<file path="config.mk">
export PLATFORM = sky130hd
export DESIGN_NAME = hls_run_sequencer
export DESIGN_NICKNAME = d
export VERILOG_FILES = /design/src/rtl/hls_run_sequencer.sv
export SDC_FILE = /design/constraint.sdc
export NUM_CORES = 1
export LEC_CHECK = 0
export ABC_AREA = 1
export BUFFER_PORTS_ARGS = -buffer_cell sky130_fd_sc_hd__buf_2
export CAP_MARGIN = 20
export CELL_PAD_IN_SITES_DETAIL_PLACEMENT = 0
export CELL_PAD_IN_SITES_GLOBAL_PLACEMENT = 1
export CORE_MARGIN = 3
export CORE_UTILIZATION = 39
export CTS_BUF_LIST = sky130_fd_sc_hd__clkbuf_8
export CTS_CLUSTER_SIZE = 20
export DETAILED_ROUTE_END_ITERATION = 8
export GPL_ROUTABILITY_DRIVEN = 0
export PLACE_DENSITY = 0.8
export SYNTH_ARGS = -nofsm -noshare
export SYNTH_HDL_FRONTEND = slang
export SYNTH_SLANG_ARGS = --single-unit
</file>
<file path="constraint.sdc">
create_clock -name clock -period 5 [get_ports clock]
set_clock_uncertainty 0.15 [all_clocks]
set_input_delay 1 -clock clock [delete_from_list [all_inputs] [get_ports clock]]
set_output_delay 1 -clock clock [all_outputs]
set_load 0.02 [all_outputs]
</file>
<file path="src/rtl/hls_run_sequencer.sv">
`default_nettype none
// ============================================================================
//  Module   : hls_run_sequencer
//  Purpose  : Drives the reset/start/done handshake of an HLS-generated top
//             for a programmable number of back-to-back runs. Measures each
//             run (start cycle through done cycle inclusive), enforces a
//             per-run timeout and accumulates total/min/max statistics.
//  Ports    : clock, reset        - clock, synchronous active-high reset
//             go, num_runs        - campaign start pulse and run count
//             dut_reset           - DUT reset, asserted level DUT_RST_POL
//             dut_start_port      - one-cycle start pulse to the DUT
//             dut_done_port       - done pulse from the DUT
//             busy                - campaign in progress
//             run_valid/run_*     - per-run result (index, cycles, timeout)
//             campaign_done/_ok   - end-of-campaign pulse and status
//             runs_done, total_cycles, min_cycles, max_cycles - statistics
//  Revision : 1.0 - initial release
// ============================================================================
module hls_run_sequencer #(
  parameter int              CNT_WIDTH   = 32,
  parameter int              RUNS_WIDTH  = 16,
  parameter longint unsigned TIMEOUT     = 200000000,
  parameter int              RST_CYCLES  = 2,
  parameter logic            DUT_RST_POL = 1'b0
) (
  input  logic                  clock,
  input  logic                  reset,
  input  logic                  go,
  input  logic [RUNS_WIDTH-1:0] num_runs,
  output logic                  dut_reset,
  output logic                  dut_start_port,
  input  logic                  dut_done_port,
  output logic                  busy,
  output logic                  run_valid,
  output logic [RUNS_WIDTH-1:0] run_index,
  output logic [CNT_WIDTH-1:0]  run_cycles,
  output logic                  run_timeout,
  output logic                  campaign_done,
  output logic                  campaign_ok,
  output logic [RUNS_WIDTH-1:0] runs_done,
  output logic [CNT_WIDTH-1:0]  total_cycles,
  output logic [CNT_WIDTH-1:0]  min_cycles,
  output logic [CNT_WIDTH-1:0]  max_cycles
);

  localparam logic [2:0] c_IDLE   = 3'd0;
  localparam logic [2:0] c_RST    = 3'd1;
  localparam logic [2:0] c_START  = 3'd2;
  localparam logic [2:0] c_WAIT   = 3'd3;
  localparam logic [2:0] c_REPORT = 3'd4;
  localparam logic [2:0] c_FIN    = 3'd5;

  localparam int                 c_RCW      = (RST_CYCLES > 1) ? $clog2(RST_CYCLES) : 1;
  localparam logic [c_RCW-1:0]   c_RST_LAST = c_RCW'(RST_CYCLES - 1);
  localparam logic [CNT_WIDTH-1:0] c_TIMEOUT = CNT_WIDTH'(TIMEOUT);
  localparam logic [CNT_WIDTH-1:0] c_ONE     = CNT_WIDTH'(1);

  logic [2:0]            r_state;
  logic [2:0]            w_next;
  logic [c_RCW-1:0]      r_rst_cnt;
  logic [CNT_WIDTH-1:0]  r_cnt;
  logic [RUNS_WIDTH-1:0] r_num_runs;
  logic [RUNS_WIDTH-1:0] r_runs_done;
  logic [RUNS_WIDTH-1:0] r_run_index;
  logic [CNT_WIDTH-1:0]  r_run_cycles;
  logic                  r_run_timeout;
  logic                  r_ok;
  logic [CNT_WIDTH-1:0]  r_total;
  logic [CNT_WIDTH-1:0]  r_min;
  logic [CNT_WIDTH-1:0]  r_max;

  logic                  w_in_run;
  logic                  w_capture;
  logic                  w_hit_timeout;
  logic [CNT_WIDTH:0]    w_sum;
  logic [CNT_WIDTH-1:0]  w_total_sat;

  // r_cnt already includes the current cycle (loaded with 1 for START).
  assign w_in_run      = (r_state == c_START) || (r_state == c_WAIT);
  assign w_hit_timeout = w_in_run && !dut_done_port && (r_cnt == c_TIMEOUT);
  assign w_capture     = w_in_run && (dut_done_port || (r_cnt == c_TIMEOUT));

  assign w_sum       = {1'b0, r_total} + {1'b0, r_cnt};
  assign w_total_sat = w_sum[CNT_WIDTH] ? {CNT_WIDTH{1'b1}} : w_sum[CNT_WIDTH-1:0];

  // State register
  always_ff @(posedge clock) begin
    if (reset) begin
      r_state <= c_IDLE;
    end else begin
      r_state <= w_next;
    end
  end

  // Next-state logic
  always_comb begin
    w_next = r_state;
    case (r_state)
      c_IDLE: begin
        if (go) begin
          w_next = (num_runs == '0) ? c_FIN : c_RST;
        end
      end
      c_RST: begin
        if (r_rst_cnt == c_RST_LAST) begin
          w_next = c_START;
        end
      end
      c_START, c_WAIT: begin
        if (w_capture) begin
          w_next = c_REPORT;
        end else begin
          w_next = c_WAIT;
        end
      end
      c_REPORT: begin
        // r_runs_done was already advanced when the run was captured.
        if (r_run_timeout || (r_runs_done >= r_num_runs)) begin
          w_next = c_FIN;
        end else begin
          w_next = c_RST;
        end
      end
      c_FIN:   w_next = c_IDLE;
      default: w_next = c_IDLE;
    endcase
  end

  // Output decode
  always_comb begin
    dut_reset      = DUT_RST_POL;
    dut_start_port = 1'b0;
    busy           = 1'b0;
    run_valid      = 1'b0;
    campaign_done  = 1'b0;
    case (r_state)
      c_RST:    busy = 1'b1;
      c_START: begin
        busy           = 1'b1;
        dut_reset      = ~DUT_RST_POL;
        dut_start_port = 1'b1;
      end
      c_WAIT: begin
        busy      = 1'b1;
        dut_reset = ~DUT_RST_POL;
      end
      c_REPORT: begin
        busy      = 1'b1;
        run_valid = 1'b1;
      end
      c_FIN:   campaign_done = 1'b1;
      default: ;
    endcase
  end

  // Datapath: counters, captured run result and statistics
  always_ff @(posedge clock) begin
    if (reset) begin
      r_rst_cnt     <= '0;
      r_cnt         <= '0;
      r_num_runs    <= '0;
      r_runs_done   <= '0;
      r_run_index   <= '0;
      r_run_cycles  <= '0;
      r_run_timeout <= 1'b0;
      r_ok          <= 1'b0;
      r_total       <= '0;
      r_min         <= '0;
      r_max         <= '0;
    end else begin
      r_rst_cnt <= (r_state == c_RST) ? r_rst_cnt + c_RCW'(1) : '0;

      if ((r_state == c_IDLE) && go) begin
        r_num_runs  <= num_runs;
        r_runs_done <= '0;
        r_total     <= '0;
        r_min       <= '0;
        r_max       <= '0;
        r_ok        <= 1'b1;
      end

      if (r_state == c_RST) begin
        r_cnt <= c_ONE;
      end else if (w_in_run && !w_capture) begin
        r_cnt <= r_cnt + c_ONE;
      end

      if (w_capture) begin
        r_run_index   <= r_runs_done;
        r_run_cycles  <= r_cnt;
        r_run_timeout <= w_hit_timeout;
        if (w_hit_timeout) begin
          r_ok <= 1'b0;
        end else begin
          r_runs_done <= r_runs_done + RUNS_WIDTH'(1);
          r_total     <= w_total_sat;
          if ((r_runs_done == '0) || (r_cnt < r_min)) begin
            r_min <= r_cnt;
          end
          if ((r_runs_done == '0) || (r_cnt > r_max)) begin
            r_max <= r_cnt;
          end
        end
      end
    end
  end

  assign run_index    = r_run_index;
  assign run_cycles   = r_run_cycles;
  assign run_timeout  = r_run_timeout;
  assign campaign_ok  = r_ok;
  assign runs_done    = r_runs_done;
  assign total_cycles = r_total;
  assign min_cycles   = r_min;
  assign max_cycles   = r_max;

endmodule
`default_nettype wire
</file>
==> flow_metrics.py <==
metrics = {
    "global_routing": {
        "antenna_found_initial": 0,
        "overflow": 0,
        "grt_max_degree": 71,
        "grt_pass1_vias": 12800,
        "grt_usage_pct": 25.6,
        "grt_pass1_wl_um": 73000,
    },
    "timing": {
        "setup_viol": 0,
        "worst_pin_slew_ns": 0.999,
        "slew_headroom_pct": 33.2,
        "slew_violations": 0,
        "finalHoldViolCount": 0,
        "rsz0062_at_grt": "no",
        "fin_crit_sh_pct": 67.7,
        "period_needed_ns": 3.38,
        "max_freq_mhz": 296,
        "fin_tns_setup_ns": 0,
    },
    "power": {
        "p_leak_nw": 7.09,
        "ir_drop_mv": 0.184,
        "p_per_area_nw_per_um2": 318,
    },
    "clocking": {
        "htreeDepth": 2,
        "cts.sinks": 214,
        "cts-buffers-inserted": 41,
        "cts_resized": 0,
        "ctsHoldBuffers": 0,
        "cts_setup_buffers": 0,
        "cts_tree": "built",
        "root_buffer": "clkbuf_8",
        "clock_latency_ns": 0.57,
        "clockBufferDepth": 3,
        "clkTransAtPathRegs_ns": 0.06,
    },
    "yosys": {
        "synth_top_area_cell": "dfxtp_1",
        "synth_warnings": 0,
        "synthFlopType": "dfxtp_1",
        "synth_fp_nets": 2099,
        "yosysUniqueCellTypes": 46,
        "synth_enable_flop_cells": 0,
        "ys_seq_area_share_pct": 32.5,
        "ys_top_cells_by_count": "nand2_1, nor2_1, inv_1, dfxtp_1, a21oi_1",
        "async_flop_share_pct": 0,
        "ys_seq_elements": 214,
        "yosysTopAreaCellShare_pct": 32.5,
        "syn_area_sq_um": 13200,
        "synthCells": 1963,
        "yosysMostFrequentCell": "nand2_1",
        "synth_area_per_cell_sq_um": 6.72,
        "synth.area.top_cells": "dfxtp_1, nand2_1, ha_1",
    },
    "critical_path": {
        "max_stage_delay_ns": 0.82,
        "critPathSlowestCell": "dfxtp_1",
        "critical_path_class": "flop to flop",
        "end_kind": "flop",
        "worstPathRequired_ns": 5.32,
        "crit_chain": "ha_1 > nand2_1 > nand2_1 > nand2_1 > nand2_1 > nand2_1 > nand3_1 > a21oi_1 > nand2_1 > nand2_1 > nand2_1 > nand2_1 > buf_4 > nand2_1 > a21oi_1",
        "crit_buf_inv": 1,
        "cp_common_cell": "nand2_1",
        "crit_family": "simple AND/OR/NAND/NOR gates",
        "timing.critical_path.from": "r_cnt[17]$_SDFFE_PP0P_",
        "cp.arrival_ns": 3.70,
        "start_kind": "flop",
        "timing.rr.start": "r_cnt[17]$_SDFFE_PP0P_",
        "cp_max_fo": 41,
    },
    "routing": {
        "via_per_inst": 5.21,
        "drtAntennaViolNets": 0,
        "drc_errors": 0,
        "drt_iter0_markers": 1075,
        "wirelength_um": 47100,
        "vias": 13500,
        "first_pass_iters": 5,
        "post_drt_wl_per_cell_um": 18.2,
    },
    "floorplan": {
        "row_count": 66,
        "core_sq_um": 32900,
        "fp.dieArea_sq_um": 36000,
        "die-height_um": 190,
        "ios": 187,
        "start_util_pct": 40.0,
        "fp.dieW_um": 190,
    },
    "finish": {
        "n_antenna_cell": 0,
        "fin_nets": 2260,
        "layout-drive-gt1-share_pct": 13.3,
        "finish.utilization_pct": 45.8,
        "area_growth_pct": 14.5,
    },
    "place": {
        "dp_hpwl_um": 34800,
        "portBuffers": 186,
    },
    "min_path": {
        "holdCritPathClass": "flop to flop",
        "min_from": "r_num_runs[14]$_SDFFE_PP0P_",
    },
    "run_status": {
        "status": "complete, no violations",
    },
    "flow_run": {
        "drv_cap": 0,
    },
}
sequential cells by signal, summed over array words and instances, names as in the netlist:
signal	cells
runs_done	16
r_state	3
r_num_runs	16
run_timeout	1
run_index	16
run_cycles	32
min_cycles	32
max_cycles	32
campaign_ok	1
r_cnt	32
total_cycles	32
r_rst_cnt	1
logic make-up after synthesis:
| logic type | share of synthesized area (%) |
|---|---|
| XOR/XNOR | 3.06 |
| adder cells (fa/ha/maj) | 11.1 |
| AND/OR/NAND/NOR | 28.7 |
| buffers and inverters | 9.77 |
| AO/OA/AOI/OAI | 14.9 |
| flip-flops | 32.5 |
routing by layer:
metal | vias up | GRT usage (%) | share of wire (%)
li1 | 6721 | - | -
met1 | 6236 | 36.2 | 47
met2 | 468 | 40.2 | 43
met3 | 76 | 4.27 | 6.8
met4 | 0 | 7.76 | 2.6
met5 | - | 0 | 0
layout by cell type (no fill, tap or decap), types with 8 or more instances in the layout:
| cell type | instances |
|---|---|
| buf_2 | 186 |
| a21oi_1 | 213 |
| xnor2_1 | 19 |
| xor2_1 | 27 |
| ha_1 | 115 |
| inv_2 | 9 |
| nor2_1 | 231 |
| o21ai_0 | 112 |
| nand4_1 | 27 |
| clkbuf_8 | 46 |
| buf_4 | 10 |
| nor3_1 | 29 |
| dfxtp_1 | 214 |
| nand3_1 | 84 |
| a211oi_1 | 8 |
| nand2_1 | 481 |
| inv_1 | 244 |
| nor4_1 | 22 |
| nor2_4 | 9 |
stage by stage:
step | total power, mW | instances | setup WS [ns] | instance area [sq um] | hold WS, ns
2_1_floorplan | 2.84 | 1963 | 2.61 | 13200 | 0.283
3_3_place_gp | 3.21 | 2523 | 1.59 | 14400 | 0.295
3_5_place_dp | 3.22 | 2523 | 1.63 | 14400 | 0.303
4_1_cts | 4.85 | 2591 | 1.60 | 15100 | 0.310
5_1_grt | 5.08 | 2591 | 1.24 | 15100 | 0.324
6_report | 4.80 | 2591 | 1.62 | 15100 | 0.309
cell type report:
type / instances / area (sq um)
Clock buffer: 46 / 633
Clock inverter: 22 / 96.3
Fill cell: 3470 / 17900
Inverter: 238 / 893
Multi-Input combinational cell: 1433 / 7620
Sequential cell: 214 / 4280
Tap cell: 442 / 553
Timing Repair Buffer: 196 / 1010
worst paths after layout:
path / slack (ns) / to / depth (start not counted)
worst max-delay path: 1.62 / max_cycles[3]$_SDFF_PP0_ / 15
worst max register to register: 1.62 / max_cycles[3]$_SDFF_PP0_ / 15
worst min-delay path: 0.31 / r_num_runs[14]$_SDFFE_PP0P_ / 2
worst min register to register: 0.31 / r_num_runs[14]$_SDFFE_PP0P_ / 2
where the power goes:
part | switching [mW] | internal (mW) | leakage, nW
clock network | 0.787 | 0.835 | 0.430
registers | 0.107 | 1.85 | 1.73
logic | 0.879 | 0.348 | 4.93
total | 1.77 | 3.03 | 7.09
worst reg2reg max path, cell delays in order, from the launching register on:
cell and delay [ns]:
dfxtp_1 0.82, ha_1 0.39, nand2_1 0.06, nand2_1 0.04, nand2_1 0.05, nand2_1 0.05
nand2_1 0.06, nand3_1 0.07, a21oi_1 0.12, nand2_1 0.06, nand2_1 0.05, nand2_1 0.48
nand2_1 0.20, buf_4 0.40, nand2_1 0.13, a21oi_1 0.16
Note: power is estimated with default switching activity, not from simulation.
